==> src/rtl/mips_multicycle_control.sv <==
// Multicycle MIPS control FSM: sequences fetch/decode/execute/memory/writeback,
// drives ALU command and operand selects, and handshakes with a wait-stated memory.
module mips_multicycle_control #(
  parameter int ALU_OP_W = 4,
  parameter int STATE_W  = 4
) (
  input  logic                clk,
  input  logic                reset,
  input  logic [5:0]          opcode_i,
  input  logic [5:0]          funct_i,
  input  logic                mem_ready_i,
  output logic                mem_read_o,
  output logic                mem_write_o,
  output logic                i_or_d_o,
  output logic                ir_write_o,
  output logic                pc_write_o,
  output logic [1:0]          pc_source_o,
  output logic                alu_src_a_o,
  output logic [1:0]          alu_src_b_o,
  output logic [ALU_OP_W-1:0] alu_operation_o,
  output logic                reg_write_o,
  output logic                reg_dst_o,
  output logic                mem_to_reg_o,
  output logic                illegal_o,
  output logic [STATE_W-1:0]  state_o
);

  typedef enum logic [3:0] {
    FETCH     = 4'd0,
    DECODE    = 4'd1,
    MEM_ADDR  = 4'd2,
    MEM_READ  = 4'd3,
    MEM_WB    = 4'd4,
    MEM_WRITE = 4'd5,
    R_EXEC    = 4'd6,
    R_WB      = 4'd7,
    I_EXEC    = 4'd8,
    I_WB      = 4'd9,
    JUMP      = 4'd10,
    TRAP      = 4'd11
  } state_e;

  localparam logic [ALU_OP_W-1:0] ALU_ADD = ALU_OP_W'(4'b0011);
  localparam logic [ALU_OP_W-1:0] ALU_LUI = ALU_OP_W'(4'b0000);
  localparam logic [ALU_OP_W-1:0] ALU_OR  = ALU_OP_W'(4'b0001);
  localparam logic [ALU_OP_W-1:0] ALU_SLL = ALU_OP_W'(4'b0010);

  localparam logic [5:0] OP_RTYPE = 6'b000000;
  localparam logic [5:0] OP_ADDI  = 6'b001000;
  localparam logic [5:0] OP_ORI   = 6'b001101;
  localparam logic [5:0] OP_LUI   = 6'b001111;
  localparam logic [5:0] OP_LW    = 6'b100011;
  localparam logic [5:0] OP_SW    = 6'b101011;
  localparam logic [5:0] OP_J     = 6'b000010;
  localparam logic [5:0] FN_ADD   = 6'b100000;
  localparam logic [5:0] FN_OR    = 6'b100101;
  localparam logic [5:0] FN_SLL   = 6'b000000;

  state_e state_q, state_d;

  logic                mem_read, mem_write, i_or_d, ir_write, pc_write;
  logic [1:0]          pc_source, alu_src_b;
  logic                alu_src_a, reg_write, reg_dst, mem_to_reg;
  logic [ALU_OP_W-1:0] alu_op, r_alu_op, i_alu_op;
  logic [1:0]          i_src_b;
  logic                r_legal;

  // NOTE: state registers use non-blocking assignments and reset asynchronously.
  always_ff @(posedge clk or negedge reset) begin
    if (!reset) state_q <= FETCH;
    else        state_q <= state_d;
  end

  // NOTE: every signal written here gets a default first so no latch is inferred.
  always_comb begin
    r_legal  = (funct_i == FN_ADD) || (funct_i == FN_OR) || (funct_i == FN_SLL);
    r_alu_op = ALU_ADD;
    if (funct_i == FN_OR)       r_alu_op = ALU_OR;
    else if (funct_i == FN_SLL) r_alu_op = ALU_SLL;
    i_src_b  = 2'b11;
    i_alu_op = ALU_OR;
    if (opcode_i == OP_ADDI) begin
      i_src_b  = 2'b10;
      i_alu_op = ALU_ADD;
    end else if (opcode_i == OP_LUI) begin
      i_alu_op = ALU_LUI;
    end

    state_d    = state_q;
    mem_read   = 1'b0;
    mem_write  = 1'b0;
    i_or_d     = 1'b0;
    ir_write   = 1'b0;
    pc_write   = 1'b0;
    pc_source  = 2'b00;
    alu_src_a  = 1'b0;
    alu_src_b  = 2'b00;
    alu_op     = '0;
    reg_write  = 1'b0;
    reg_dst    = 1'b0;
    mem_to_reg = 1'b0;

    case (state_q)
      FETCH: begin
        mem_read  = 1'b1;
        alu_src_b = 2'b01;
        alu_op    = ALU_ADD;
        ir_write  = mem_ready_i;
        pc_write  = mem_ready_i;
        if (mem_ready_i) state_d = DECODE;
      end
      DECODE: begin
        case (opcode_i)
          OP_RTYPE:               state_d = r_legal ? R_EXEC : TRAP;
          OP_ADDI, OP_ORI, OP_LUI: state_d = I_EXEC;
          OP_LW, OP_SW:           state_d = MEM_ADDR;
          OP_J:                   state_d = JUMP;
          default:                state_d = TRAP;
        endcase
      end
      MEM_ADDR: begin
        alu_src_a = 1'b1;
        alu_src_b = 2'b10;
        alu_op    = ALU_ADD;
        state_d   = (opcode_i == OP_SW) ? MEM_WRITE : MEM_READ;
      end
      MEM_READ: begin
        mem_read = 1'b1;
        i_or_d   = 1'b1;
        if (mem_ready_i) state_d = MEM_WB;
      end
      MEM_WB: begin
        reg_write  = 1'b1;
        mem_to_reg = 1'b1;
        state_d    = FETCH;
      end
      MEM_WRITE: begin
        mem_write = 1'b1;
        i_or_d    = 1'b1;
        if (mem_ready_i) state_d = FETCH;
      end
      R_EXEC, R_WB: begin
        alu_src_a = 1'b1;
        alu_op    = r_alu_op;
        reg_write = (state_q == R_WB);
        reg_dst   = (state_q == R_WB);
        state_d   = (state_q == R_EXEC) ? R_WB : FETCH;
      end
      I_EXEC, I_WB: begin
        alu_src_a = 1'b1;
        alu_src_b = i_src_b;
        alu_op    = i_alu_op;
        reg_write = (state_q == I_WB);
        state_d   = (state_q == I_EXEC) ? I_WB : FETCH;
      end
      JUMP: begin
        pc_write  = 1'b1;
        pc_source = 2'b10;
        state_d   = FETCH;
      end
      TRAP:    state_d = TRAP;
      default: state_d = FETCH;
    endcase
  end

  // Outputs are forced low combinationally while reset is held, not just at the next edge.
  assign mem_read_o      = reset & mem_read;
  assign mem_write_o     = reset & mem_write;
  assign i_or_d_o        = reset & i_or_d;
  assign ir_write_o      = reset & ir_write;
  assign pc_write_o      = reset & pc_write;
  assign pc_source_o     = reset ? pc_source : 2'b00;
  assign alu_src_a_o     = reset & alu_src_a;
  assign alu_src_b_o     = reset ? alu_src_b : 2'b00;
  assign alu_operation_o = reset ? alu_op : '0;
  assign reg_write_o     = reset & reg_write;
  assign reg_dst_o       = reset & reg_dst;
  assign mem_to_reg_o    = reset & mem_to_reg;
  assign illegal_o       = reset & (state_q == TRAP);
  assign state_o         = reset ? STATE_W'(state_q) : '0;

endmodule

==> config.mk <==
export PLATFORM = sky130hd
export DESIGN_NAME = mips_multicycle_control
export DESIGN_NICKNAME = d
export VERILOG_FILES = /design/src/rtl/mips_multicycle_control.sv
export SDC_FILE = /design/constraint.sdc
export NUM_CORES = 1
export LEC_CHECK = 0
export ABC_AREA = 1
export BUFFER_PORTS_ARGS = -buffer_cell sky130_fd_sc_hd__buf_2
export CAP_MARGIN = 5
export CELL_PAD_IN_SITES_DETAIL_PLACEMENT = 1
export CELL_PAD_IN_SITES_GLOBAL_PLACEMENT = 1
export CORE_MARGIN = 3
export CORE_UTILIZATION = 29
export DETAILED_ROUTE_END_ITERATION = 8
export PLACE_DENSITY_LB_ADDON = 0.05
export SYNTH_ARGS = -nofsm -noshare
export SYNTH_HDL_FRONTEND = slang
export SYNTH_SLANG_ARGS = --single-unit
==> constraint.sdc <==
create_clock -name clk -period 2.1 [get_ports clk]
set_clock_uncertainty 0.2 [all_clocks]
set_input_delay 0 -clock clk [delete_from_list [all_inputs] [get_ports clk]]
set_output_delay 0 -clock clk [all_outputs]
set_load 0.02 [all_outputs]
==> impl_metrics.tcl <==
set metrics [dict create \
    startpoint_type "register" \
    nFillCells 320 \
    drive_above_1_share_pct 30.77 \
    synth.cell_area_um2 684.4 \
    dieHeight_um 54.58 \
    outcome "finished, final reports clean" \
    seqCellArea_um2 100.1 \
    start_util_pct 32.56 \
    top_register "state_q" \
    slew_viol_final 0 \
    io_buffer_count 33 \
    detail-route-antenna-nets 0 \
    wl_mm 2.343 \
    crit_slowest_cell "dfrtp_1" \
    place_area_um2 859.6 \
    rsz0062_at_grt "false" \
    clk_pin_slew_ns 0.04 \
    rows 16 \
    period_share_pct 84.11 \
    setup_tns_ns 0 \
    reg2reg_from "state_q[1]$_DFFE_PN0P_" \
    clock_latency_ns 0.23 \
    required_ns 1.90 \
    core_area_um2 2102 \
    finalNetCount 186 \
    dr.pass1.iters 4 \
    ys_seq_elements 4 \
    synth_cell_types 24 \
    reg_top3 "state_q x4" \
    syn_avg_cell_area_um2 5.185 \
    timing.final.crit_period_ns 1.766 \
    gp_congestion 0.9010 \
    grt_pass1_vias 874 \
    place_hpwl_mm 1.921 \
    syn_inst 132 \
    multiInputGateArea_um2 474.2 \
    post-route-drc-count 0 \
    hold_path.class "primary input to register" \
    ys_warn_count 0 \
    crit_type "register to primary output" \
    holdCritStartpoint "opcode_i[5]" \
    drtIter0Drc 10 \
    die_area_um2 2979 \
    wl_per_cell_um 11.95 \
    hold_viol_final 0 \
    worstPathArrival_ns 1.57 \
    largest_register_ffs 4 \
    setup.worst_path.start "state_q[3]$_DFFE_PN0P_" \
    crit_path_end_kind "primary output" \
    boundaryPins 37 \
    path_common_cell "inv_2" \
    clockBufferDepth 2 \
    vias 907 \
    vias_per_cell 4.628 \
    power.density_nw_per_um2 1184 \
    htree_levels 1 \
    clock-root-buffer "clkbuf_4" \
    seq_area_frac_synth_pct 14.63 \
    grt_max_degree 10 \
    antenna_found_initial 0 \
    grt_pass1_wl_mm 3.870 \
    setup_viol 0 \
    gr-total-overflow 0 \
    cp_slowest_stage_delay_ns 0.42 \
    final_area_um2 922.1 \
    cts_buffers 3 \
    path_cells "nor2_2 > inv_2 > nor2_1 > inv_2 > a21oi_2 > o21bai_1 > buf_2" \
    drv_cap 0 \
    antennaDiodeCount 0 \
    cts_sinks 4 \
    ir_worst_vdd_v 0.0008342 \
    cp_max_fo 4 \
    max_freq_ghz 0.5662 \
    cts_tree "yes" \
    leakagePower_nw 0.5564 \
    grt_usage_pct 17.71 \
    syn_to_final_growth_pct 34.73 \
    fp.dieW_um 54.58 \
]
through the flow:
step,hold WS (ns),util [%],power [W],cells,setup WS (ns)
after floorplan,-0.4956,-,0.0007618,134,0.5487
after global placement,-0.3367,40.89,0.0009689,189,0.5784
after detailed placement,-0.3315,40.89,0.0009871,189,0.5733
after CTS,0.06523,43.87,0.001092,196,0.3211
after global routing,0.1155,43.87,0.001214,196,0.1952
final,0.07110,43.87,0.001091,196,0.3338
cell type report:
class | instances | area share, %
multi-input cells | 102 | 51.42
flip-flops and latches | 4 | 10.85
repair buffers | 37 | 22.25
clock buffers | 3 | 2.442
inverters | 23 | 9.362
well taps | 27 | 3.664
layer usage:
metal | track usage (%) | wire length (um) | vias to the layer above
met5 | 0 | 0 | -
met4 | 1.245 | 14 | 0
met3 | 4.360 | 140 | 2
met2 | 29.72 | 1064 | 29
met1 | 23.58 | 1123 | 396
li1 | - | - | 480
layout by cell type (no fill, tap or decap):
cell type | netlist | layout
nand2_1 | 35 | 35
buf_2 | 1 | 33
nor2_1 | 25 | 25
inv_1 | 18 | 18
nand3_1 | 7 | 7
nor2_2 | 6 | 6
inv_2 | 5 | 5
a21oi_1 | 4 | 4
nor3_1 | 4 | 4
dlygate4sd3_1 | 0 | 4
dfrtp_1 | 4 | 4
nand2_2 | 3 | 3
conb_1 | 1 | 3
clkbuf_4 | 0 | 3
o31ai_1 | 2 | 2
nand3b_1 | 2 | 2
o21ai_0 | 2 | 2
o21ai_1 | 2 | 2
o22ai_1 | 2 | 2
a21oi_2 | 1 | 1
o21bai_1 | 1 | 1
o21a_1 | 1 | 1
nor2_4 | 1 | 1
o2111ai_1 | 1 | 1
power breakdown:
part / total (W) / switching (W) / internal, W
Clock: 0.0000934 / 0.0000296 / 0.0000638
Combinational: 0.000811 / 0.000554 / 0.000257
Sequential: 0.000187 / 0.0000702 / 0.000117
Total: 0.00109 / 0.000654 / 0.000438
critical path: cells and delay by family (launching register included):
| kind | cells | cell delay, ns |
|---|---|---|
| AO/OA/AOI/OAI | 2 | 0.24 |
| buffers and inverters | 3 | 0.33 |
| flip-flops | 1 | 0.42 |
| AND/OR/NAND/NOR | 2 | 0.35 |
cell families (layout without fill, tap and decap cells):
group                  Yosys count  count (layout)  synth area share, %
AND/OR/NAND/NOR                 83              83                53.02
buffers and inverters           28              63                17.18
AO/OA/AOI/OAI                   16              16                14.63
flip-flops                       4               4                14.63
other                            1               3               0.5479
cells in the mapped netlist, drive strengths merged:
library cell / number / area (um2)
nand2: 38 / 150.2
nor2: 32 / 142.6
inv: 23 / 86.33
nand3: 7 / 35.03
a21oi: 5 / 28.78
buf: 4 / 27.52
dfrtp: 4 / 100.1
nor3: 4 / 20.02
o21ai: 4 / 20.02
nand3b: 2 / 15.01
o22ai: 2 / 12.51
o31ai: 2 / 15.01
clkbuf: 1 / 3.750
conb: 1 / 3.750
o2111ai: 1 / 8.760
o21a: 1 / 7.510
o21bai: 1 / 7.510
timing repair:
item / in CTS / in global routing
hold buffers: 4 / 0
gates resized for setup: 0 / 0
hold endpoints to repair: 6 / 0
setup buffers: 0 / 0
worst paths after layout:
kind,to,slack (ns),cells after the start
worst min-delay path,state_q[1]$_DFFE_PN0P_,0.07,4
worst max-delay path,alu_src_a_o,0.33,7
worst max register to register,state_q[0]$_DFFE_PN0P_,0.54,8
max in group asynchronous,state_q[3]$_DFFE_PN0P_,0.90,3
worst min register to register,state_q[3]$_DFFE_PN0P_,0.63,5
min in group asynchronous,state_q[1]$_DFFE_PN0P_,0.63,3
Note: power is estimated with default switching activity, not from simulation.
